File: src/rtl/multicycle_controller.sv
// multicycle_controller: DECODE/EXEC/MEM/WB control FSM for the single-ALU datapath.
// Define PERF_CNT_EN to add the retired-instruction counter port.
module multicycle_controller #(
  parameter int MEM_WAIT = 0,
  parameter int CNT_W    = 16
) (
  input  logic             clock,
  input  logic             reset_n,
  input  logic             instr_valid,
  output logic             instr_ready,
  input  logic [5:0]       Opcode,
  input  logic             Zero,
  output logic             RegDst,
  output logic             ALUSrc,
  output logic [1:0]       ALUOp,
  output logic             MemRead,
  output logic             MemWrite,
  output logic             MemToReg,
  output logic             RegWrite,
  output logic             branch_taken,
  output logic             illegal,
`ifdef PERF_CNT_EN
  output logic [CNT_W-1:0] retired,
`endif
  output logic             busy
);
  typedef enum logic [2:0] {IDLE, DECODE, EXEC, MEM, WB} state_t;
  localparam logic [5:0] OP_R = 6'b000000, OP_LW = 6'b100011, OP_SW = 6'b101011,
                         OP_BEQ = 6'b000100, OP_ADDI = 6'b001000;
  state_t state, nxt;
  logic [5:0] opc;
  logic [3:0] cnt;
  logic is_r, is_lw, is_sw, is_beq, is_addi, legal, last;
  assign is_r        = opc == OP_R;
  assign is_lw       = opc == OP_LW;
  assign is_sw       = opc == OP_SW;
  assign is_beq      = opc == OP_BEQ;
  assign is_addi     = opc == OP_ADDI;
  assign legal       = is_r || is_lw || is_sw || is_beq || is_addi;
  assign last        = cnt == 4'd0;
  assign instr_ready = state == IDLE;
  assign busy        = state != IDLE;
  always_ff @(posedge clock or negedge reset_n) begin
    if (!reset_n) begin
      state <= IDLE;
      opc   <= '0;
      cnt   <= '0;
    end else begin
      state <= nxt;
      if (instr_valid && instr_ready) opc <= Opcode;
      if (state == EXEC) cnt <= 4'(MEM_WAIT);
      else if (state == MEM && !last) cnt <= cnt - 4'd1;
    end
  end
`ifdef PERF_CNT_EN
  always_ff @(posedge clock or negedge reset_n) begin
    if (!reset_n) retired <= '0;
    else if (state == WB || (state == MEM && is_sw && last) || (state == EXEC && is_beq))
      retired <= retired + 1'b1;
  end
`endif
  always_comb begin
    nxt          = state;
    RegDst       = 1'b0;
    ALUSrc       = 1'b0;
    ALUOp        = 2'b00;
    MemRead      = 1'b0;
    MemWrite     = 1'b0;
    MemToReg     = 1'b0;
    RegWrite     = 1'b0;
    branch_taken = 1'b0;
    illegal      = 1'b0;
    case (state)
      IDLE: nxt = instr_valid ? DECODE : IDLE;
      DECODE: begin
        illegal = !legal;
        nxt     = legal ? EXEC : IDLE;
      end
      EXEC: begin
        ALUSrc       = !(is_r || is_beq);
        ALUOp        = is_r ? 2'b10 : is_beq ? 2'b01 : 2'b00;
        branch_taken = is_beq && Zero;
        nxt          = is_beq ? IDLE : (is_lw || is_sw) ? MEM : WB;
      end
      MEM: begin
        ALUSrc   = 1'b1;
        MemRead  = is_lw;
        MemToReg = is_lw;
        MemWrite = is_sw && last;
        nxt      = !last ? MEM : is_lw ? WB : IDLE;
      end
      WB: begin
        RegWrite = 1'b1;
        RegDst   = is_r;
        ALUOp    = is_r ? 2'b10 : 2'b00;
        ALUSrc   = is_addi;
        MemToReg = is_lw;
        MemRead  = is_lw;
        nxt      = IDLE;
      end
      default: nxt = IDLE;
    endcase
  end
endmodule

File: config.mk
export PLATFORM = sky130hd
export DESIGN_NAME = multicycle_controller
export DESIGN_NICKNAME = d
export VERILOG_FILES = /design/src/rtl/multicycle_controller.sv
export SDC_FILE = /design/constraint.sdc
export NUM_CORES = 1
export LEC_CHECK = 0
export ABC_AREA = 1
export ABC_CLOCK_PERIOD_IN_PS = 1790
export CORE_MARGIN = 2
export CORE_UTILIZATION = 50
export CTS_CLUSTER_SIZE = 8
export DETAILED_ROUTE_END_ITERATION = 16
export PLACE_DENSITY = 0.83
export SLEW_MARGIN = 40
export SYNTH_ARGS = -nofsm -noshare
export SYNTH_HDL_FRONTEND = slang
export SYNTH_SLANG_ARGS = --single-unit
File: constraint.sdc
create_clock -name clock -period 1.79 [get_ports clock]
set_input_delay 0.179 -clock clock [delete_from_list [all_inputs] [get_ports clock]]
set_output_delay 0.179 -clock clock [all_outputs]
set_load 0.005 [all_outputs]
======== After elaboration in Yosys (flattened, before gate mapping) ========
Index checks and enable logic that the tools add are counted.
word-level totals
  bits in latches ......................... 0
  bits of input ports ..................... 10
  memory bits (writable) .................. 0
  ROM bits ................................ 0
  bits in registers ....................... 13
  memories kept ........................... 0
  logic and storage cells ................. 51
cells by class
  divide/modulo/power cells ............... 0
  $lt $le $gt $ge ......................... 0
  bitwise logic cells ..................... 0
  $mul .................................... 0
  mux-type cells .......................... 20
  equal/unequal tests ..................... 8
  shifts and indexed selects .............. 0
  reduce and logical (&&, ||, !) cells .... 19
  add/sub/neg operators ................... 1
operator list
  kind                                                                    count
  6-bit equality test (second input constant)                             2
  3-bit 2-to-1 mux                                                        4
  3-bit one-hot mux with 4 select lines                                   1
  1-bit 2-to-1 mux                                                        8
  4-bit 2-to-1 mux                                                        2
  3-bit by 2-bit equality test with 1-bit output (second input constant)  2
  6-bit by 3-bit equality test with 1-bit output (second input constant)  1
  6-bit by 4-bit equality test with 1-bit output (second input constant)  1
  6-bit logical NOT                                                       1
  1-bit logical OR                                                        6
  2-bit 2-to-1 mux                                                        3
  1-bit logical AND                                                       4
  4-bit logical NOT                                                       1
  2-bit one-hot mux with 2 select lines                                   1
  4-bit by 1-bit subtractor with 4-bit output (second input constant)     1
  3-bit by 1-bit equality test with 1-bit output (second input constant)  1
  3-bit equality test (second input constant)                             1
  1-bit logical NOT                                                       3
  3-bit logical NOT                                                       1
  1-bit one-hot mux with 3 select lines                                   1
  3-bit nonzero test                                                      1
  2-bit nonzero test                                                      1
  2-bit OR reduction                                                      1

======== Logic depth before layout (Yosys ltp) ========
Gate-level depths: netlist of run 1.
  depth in word-level cells ............... 7
  mapped depth ............................ 7
  depth with buffers taken out ............ 7

======== Least setup slack after synthesis of run 1 ========
OpenSTA, ideal clock, no wires.
  path type ............................... register to output
  start ................................... register state[1]
  end ..................................... output MemToReg
  slack ................................... 0.459 ns
  stages on the path, launching flop included .. 5
  arrival ................................. 1.152 ns
  cells stage by stage .................... dfrtp_1 > nor2_2 > nand2_1 > a211oi_1 > buf_4
between the ends
  longest elaborated chain between the ends .. 3
  elaborated cells on any way between the ends .. 4
  classes of those cells .................. eq/ne: 2; mux: 1; reduce/logical: 1
ends and longest elaborated chain
  item                                                                                          line  RTL
  start, declared                                                                               30    state_t state, nxt;
  start signal, assigned                                                                        49    state <= nxt;
  3-bit by 2-bit equality test with 1-bit output / 3-bit equality test (equally long branches)  -
  2-bit OR reduction (no source line) (*)                                                       -
  1-bit 2-to-1 mux (*)                                                                          -
  end, declared                                                                                 18    output logic MemToReg,
Every way passes the cells marked *; elsewhere a longest branch is shown, timed or not.

======== Final worst setup path of run 1 ========
  start ................................... register state[1]
  end ..................................... output RegWrite
between the ends
  longest elaborated chain between the ends .. 2
ends and longest elaborated chain
  item                 line  RTL
  3-bit equality test  73    case (state)
  1-bit 2-to-1 mux     73
  end, declared        19    output logic RegWrite,
No other way between the ends.

==> impl_results.md, run 1 <==
- Main combinational cell family by area after synthesis: simple AND/OR/NAND/NOR gates
- Mapped Area: 798 sq um
- Met2 WL post-DR: 1190 um
- CP peak stage delay: 0.49 ns
- CTS buffer count: 3
- Path depth of the worst reg2reg path: 7
- Area Growth Syn to Fin: 58.0%
- Number of global-route vias before repair: 757
- Routed len/inst: 13.3 um
- Post-Synth Simple-Gate Area: 39.7%
- Max Used Layer: met4
- Final core occ: 83.7%
- Post-route ant nets: 0
- Worst-Margin Slew: 0.572 ns
- Die Y: 44.0 um
- Min cycle time layout: 1.72 ns
- Die ar.: 1930 sq um
- Drt via density: 5.25
- # port buffers: 21
- Initial Util: 53.0%
- Net Count, Synth: 115
- Critical Path Start Type: flip-flop
- Initial antenna violation count: 0
- Distinct cells, synth: 24
- Static Leakage: 0.727 nW
- CP Depth: 4
- Top Family by Delay on Critical Path: buffers and inverters
- DRT iter0 DRCs: 22
- Final period util: 95.9%
- H-tree levels: 1
- Post-synthesis sequential area ratio: 40.8%
- Routability congestion estimate: 0.768
- Synth Area in Adders: 1.57%
- Final net count: 159
- Overall routing resource usage: 21.0%
- Relative slew slack: 61.8%
- Detailed placer's ending HPWL: 1310 um
- Buffers & Inverters on Critical Path: 2
- EDFF count, synth: 0
- Multi-input gate area: 474 sq um
- Critical-path cell list: nor2_4 -> nand2_4 -> inv_1 -> clkdlybuf4s50_1
- Status: complete, no violations
- Crit path kind: reg2out
- Setup crit end kind: primary output
- First-pass DRT Iterations: 4
- Site row count: 14
- Fillers: 91
- Slowest CP cell: clkdlybuf4s50_1
- Core area: 1510 sq um
- Maximum vdd drop: 0.000848 V
- Fmax: 0.583 GHz
- WP data arrival: 1.54 ns
- Clock transition at the registers of the reported paths: 0.09 ns
- Critical path required time: 1.61 ns
- GRT Residual Overflow: 0
- Max-cap violations: 0
- Type of the tightest min-delay check: in2async
- Die W: 44.0 um
- Wire length on met1: 867 um
- DRC Markers: 0
- DR vias: 856
- Root Buffer: clkbuf_4
- Worst hold slack: 0.262 ns
- Post-synthesis xor/xnor area fraction: 1.10%
- Primary FF master, synth: dfrtp_1
- Storage element area: 328 sq um
- Number of antenna diodes: 0
- Setup violations, final: 0
- Io pins: 22
- TNS Setup: 0 ns
- Final hold vios: 0
- CTS Hold Bufs: 0
- Clock sink count: 13
- Largest net degree at the start of global routing: 14
- Synth warn: 0
- TritonCTS clock tree: built
- First-pass GRT wire length: 2980 um
- Crit Path Max Fanout: 5
- Final Skew: 0.00394 ns
- Synth Area in Compound Gates: 8.93%
- Met3 Wirelength: 96 um
- Pwr Density: 1590 nW/um^2
- FFs w/ async S/R, synth: 100%
- Post-Syn Instances: 104
- Multiplexer area fraction after synthesis: 0%
- Final wirelength: 2170 um
- Final slew viol count: 0
- Layout cells sized above 1: 36.7%
- Syn Area/Cell: 7.68 sq um
- CTS Buffer Depth: 2
- Clk_lat worst skew: 0.28 ns
- Synth Register Bits: 13
worst register-to-register path: stages, from the launching register on:
cell	delay (ns)
dfrtp_1	0.42
inv_2	0.09
ha_2	0.18
nand2_1	0.07
buf_4	0.15
o21bai_4	0.19
nand2_1	0.09
o21ai_1	0.10
flip-flops by register name, indices dropped and copies added, names as in the netlist:
register / count
opc: 6
cnt: 4
state: 3
path summary, 6_finish.rpt:
kind	from	to	slack [ns]
max in group asynchronous	reset_n	state[1]	1.12
min	reset_n	cnt[0]	0.26
max reg2reg	cnt[0]	cnt[1]	0.44
min in group clock	Opcode[0]	opc[0]	0.45
max	state[1]	RegWrite	0.07
min reg2reg	cnt[0]	cnt[0]	0.52
cell usage after synthesis (2+ instances only):
cell type  count  area [sq um]
nand2_1       28           105
o21ai_2        2          17.5
dfrtp_1       13           325
inv_1         11          41.3
inv_2          4          15.0
o21ai_1        3          15.0
nor2_1        11          41.3
nand3_1       15          75.1
nand3_2        2          20.0
power breakdown:
group / switching [mW] / leakage (nW) / internal, mW
registers: 0.162 / 0.163 / 0.424
logic: 0.638 / 0.546 / 0.596
clock network: 0.104 / 0.0177 / 0.0827
logic make-up (layout without fill, tap and decap cells):
group / Yosys count / after routing
simple gates: 64 / 64
buf+inv: 16 / 59
flops: 13 / 13
compound gates: 9 / 9
fa+ha+maj: 1 / 1
xor+xnor: 1 / 1
cells in the final DEF (no fill, tap or decap), drive strengths merged:
cell type and count:
ha 1, nor2 13, nand2 30, clkdlybuf4s50 10, nor3 1, o211ai 1, nand4 1, nor3b 2
dlygate4sd2 2, clkdlybuf4s15 1, inv 15, dlymetal6s2s 6, xor2 1, nand3 17, a211oi 1, clkbuf 5
buf 19, o21bai 1, dfrtp 13, o21ai 5, clkinv 1, a21oi 1
through the flow:
| stage | power (mW) | setup slack, ns | cell area, sq um | instances |
|---|---|---|---|---|
| 6_report | 2.01 | 0.0737 | 1260 | 163 |
| 5_1_grt | 2.15 | -0.0371 | 1260 | 163 |
| 4_1_cts | 1.82 | -0.159 | 1150 | 153 |
| 3_5_place_dp | 1.48 | -0.00418 | 1050 | 144 |
| 3_3_place_gp | 1.45 | 0.0471 | 1050 | 144 |
| 2_1_floorplan | 1.13 | 0.459 | 798 | 104 |
what timing repair did:
action / 4_1_cts / 5_1_grt
buffers inserted: 5 / 10
gates resized for setup: 17 / 19
endpoints found under the setup margin: 12 / 7
pin swaps: 6 / 7
layer usage:
| metal | vias up | GRT usage [%] |
|---|---|---|
| li1 | 419 | - |
| met3 | 2 | 2.92 |
| met1 | 406 | 23.7 |
| met2 | 29 | 38.8 |
| met4 | 0 | 9.09 |
| met5 | - | 0 |
final cells by class:
cell class	instances	share of cell area [%]
Tap cell	16	1.59
Clock inverter	1	0.397
Clock buffer	3	1.79
Inverter	15	4.46
Multi-Input combinational cell	75	37.6
Timing Repair Buffer	40	28.2
Sequential cell	13	26.0
No activity file was read; power rests on OpenSTA's default activity.
==> run 2: changes to the inputs <==
Settings changed: SLEW_MARGIN 40 to 5.
==> results of run 2 <==
No change in the layout: final DEF, timing and power equal those of run 1.
==> run 3: changes to the inputs <==
Settings changed: ABC_AREA 1 to unset, PLACE_DENSITY 0.83 to 0.82.
==> impl_results.md, run 3 <==
- Relative slew slack: 54.6% (-7.2 points)
- Final period util: 126% (+30 points)
- Root Buffer: clkbuf_4
- Net Count, Synth: 94 (-18%)
- Routed len/inst: 29.7 um (+120%)
- Fmax: 0.444 GHz (-24%)
- CTS buffer count: 3 (unchanged)
- Overall routing resource usage: 37.1% (+16 points)
- Largest registers: opc x6, cnt x4, state x3
- Crit path kind: reg2reg
- Clock transition at the registers of the reported paths: 0.10 ns (about the same)
- Type of the tightest min-delay check: in2async
- Met1 Usage GRT: 41.4% (+18 points)
- Initial antenna violation count: 0 (unchanged)
- Io pins: 22 (unchanged)
- Area Growth Syn to Fin: 82.1%
- Post-synth top area cell: dfrtp_1
- Clock sink count: 13 (unchanged)
- Post-Syn Instances: 83 (-20%)
- Synth cell count leaders: dfrtp_1, inv_1, nand3_1
- Main area contributors after synthesis: dfrtp_1, mux2_2, nand3_1
- Maximum vdd drop: 0.000820 V (-3.3%)
- Setup violations, final: 13 (+13)
- Most frequent CP cell: buf_4
- Post-route ant nets: 0 (unchanged)
- Met2 Use GR: 69.7% (+31 points)
- Pwr Density: 974 nW/um^2 (-39%)
- Placed cell count: 134 (-6.9%)
- Number of global-route vias before repair: 1,059 (+40%)
- DR vias: 1,204 (+41%)
- Status: complete, but fails checks
- Syn Area/Cell: 9.75 sq um (+27%)
- Site row count: 14 (unchanged)
- DRC Markers: 0 (unchanged)
- Failing checks: negative setup slack
- Core area: 1510 sq um (unchanged)
- Buffers & Inverters on Critical Path: 9 (+7)
- Distinct cells, synth: 38 (+58%)
- Final core occ: 97.8% (+14 points)
- Static Leakage: 0.721 nW (-0.85%)
- Die W: 44.2 um (+0.64%)
- Routability congestion estimate: 0.889 (+16%)
- Total Power: 1.44 mW (-28%)
- Post-synthesis sequential area ratio: 40.2% (-0.57 points)
- Die Y: 44.2 um (+0.64%)
- Most numerous cell in the Yosys netlist: dfrtp_1
- Worst hold slack: 0.299 ns (+0.0377 ns)
- Die ar.: 1960 sq um (+1.3%)
- FFs w/ async S/R, synth: 100% (unchanged)
- Gr busiest metal: met2
- Max-cap violations: 0 (unchanged)
- Largest register FFs: 6 (unchanged)
- Layout cells sized above 1: 55.4% (+19 points)
- Synth warn: 0 (unchanged)
- DRT iter0 DRCs: 179 (+710%)
- RSZ-0062 raised after global routing: yes
- Final slew viol count: 0 (unchanged)
- Most frequent cells in the layout: buf_4, dfrtp_1, clkdlybuf4s50_1, buf_2
- First-pass DRT Iterations: 6 (+2)
- Primary FF master, synth: dfrtp_1
- Critical path required time: 1.96 ns (+0.35 ns)
- Mapped Area: 810 sq um (+1.4%)
- Reg with most FFs: opc
- # port buffers: 21 (unchanged)
- Synth Register Bits: 13 (unchanged)
- Critical Path Start Type: flip-flop
- Final WS setup: -0.462 ns (-0.535 ns)
- Critical-path cell list: buf_4 -> buf_4 -> and3b_2 -> nand4_1 -> buf_4 -> buf_4 -> buf_4 -> buf_4 -> buf_4 -> buf_4 -> buf_4 -> o32ai_2
- Crit. Startpoint: state[0]
- Final Skew: 0.00237 ns (-0.00157 ns)
- CP peak stage delay: 0.38 ns (-0.11 ns)
- TritonCTS clock tree: built
- Largest net degree at the start of global routing: 14 (unchanged)
- Drt via density: 7.34 (+40%)
- Worst-Margin Slew: 0.679 ns (+0.107 ns)
- Crit Path Max Fanout: 8 (+3)
- WP data arrival: 2.42 ns (+0.88 ns)
- Number of antenna diodes: 0 (unchanged)
- Layout Cells excl Fill: 164 (+0.61%)
- Most common cell after layout, fill and taps aside: buf_4
- RR Startpoint: state[0]
- Initial Util: 53.7% (+0.75 points)
- Top Family by Delay on Critical Path: buffers and inverters
- H-tree levels: 1 (unchanged)
- Setup crit end kind: flip-flop
- Met3 usage: 4.90% (+2.0 points)
- GRT Residual Overflow: 0 (unchanged)
- Final net count: 160 (+0.63%)
- CTS Buffer Depth: 2 (unchanged)
- First-pass GRT wire length: 5060 um (+70%)
- Slowest CP cell: dfrtp_1
- Post-synth top area share: 40.2% (-0.57 points)
- Final wirelength: 4880 um (+130%)
- Clk_lat worst skew: 0.28 ns (about the same)
- Min cycle time layout: 2.25 ns (+0.535 ns)
- EDFF count, synth: 0 (unchanged)
- Detailed placer's ending HPWL: 1630 um (+24%)
- Final hold vios: 0 (unchanged)
-- run 3: worst paths after layout --
path	end	slack [ns]	depth (start not counted)
max	state[2]	-0.46	12
max reg2reg	state[2]	-0.46	12
max in group asynchronous	state[1]	1.06	1
min	cnt[2]	0.30	1
min reg2reg	cnt[3]	0.63	1
min in group clock	opc[2]	0.52	2
-- run 3: cells by family after synthesis --
logic type / count (synthesis) / synth area share [%]
buffers and inverters: 13 / 8.50
AOI/OAI and AO/OA: 16 / 15.3
and+or+nand+nor: 34 / 26.4
DFF: 13 / 40.2
adders and majority gates: 1 / 1.55
muxes: 6 / 8.04
-- run 3: power by group --
part,leakage [nW],switching (mW),internal [mW]
clock network,0.0150,0.117,0.0864
logic,0.539,0.443,0.385
registers,0.167,0.0564,0.348
total,0.721,0.617,0.819
-- run 3: metrics by stage --
stage	area (sq um)	TNS (ns)	setup slack [ns]
final	1470	-2.83	-0.462
after global routing	1470	-3.47	-0.505
after CTS	1350	-1.11	-0.236
after detailed placement	1150	-1.63	-0.264
after global placement	1150	-1.43	-0.243
after floorplan	810	0	0.205
-- run 3: cell type report --
type                       instances  area (sq um)
timing repair buffer              67           526
tap                               16          20.0
multi-input combinational         57           551
sequential                        13           325
clock buffer                       4          26.3
inverter                           7          26.3
fill                              18          32.5
-- run 3: worst register-to-register path, delay by kind of cell (launching register included) --
kind | cells | cell delay, ns
AOI/OAI and AO/OA | 1 | 0.18
and+or+nand+nor | 2 | 0.36
DFF | 1 | 0.38
buffers and inverters | 9 | 1.22
-- run 3: what timing repair did --
| item | CTS | global route |
|---|---|---|
| setup buffers | 19 | 8 |
| resized for setup | 58 | 13 |
| pin swaps | 14 | 6 |
| hold buffers | 0 | 0 |
| endpoints found under the setup margin | 12 | 14 |
-- run 3: layer usage --
| layer | wire [um] | vias up |
|---|---|---|
| met3 | 778 | 68 |
| met1 | 1570 | 517 |
| li1 | - | 437 |
| met2 | 2010 | 182 |
| met4 | 525 | 0 |
| met5 | 0 | - |
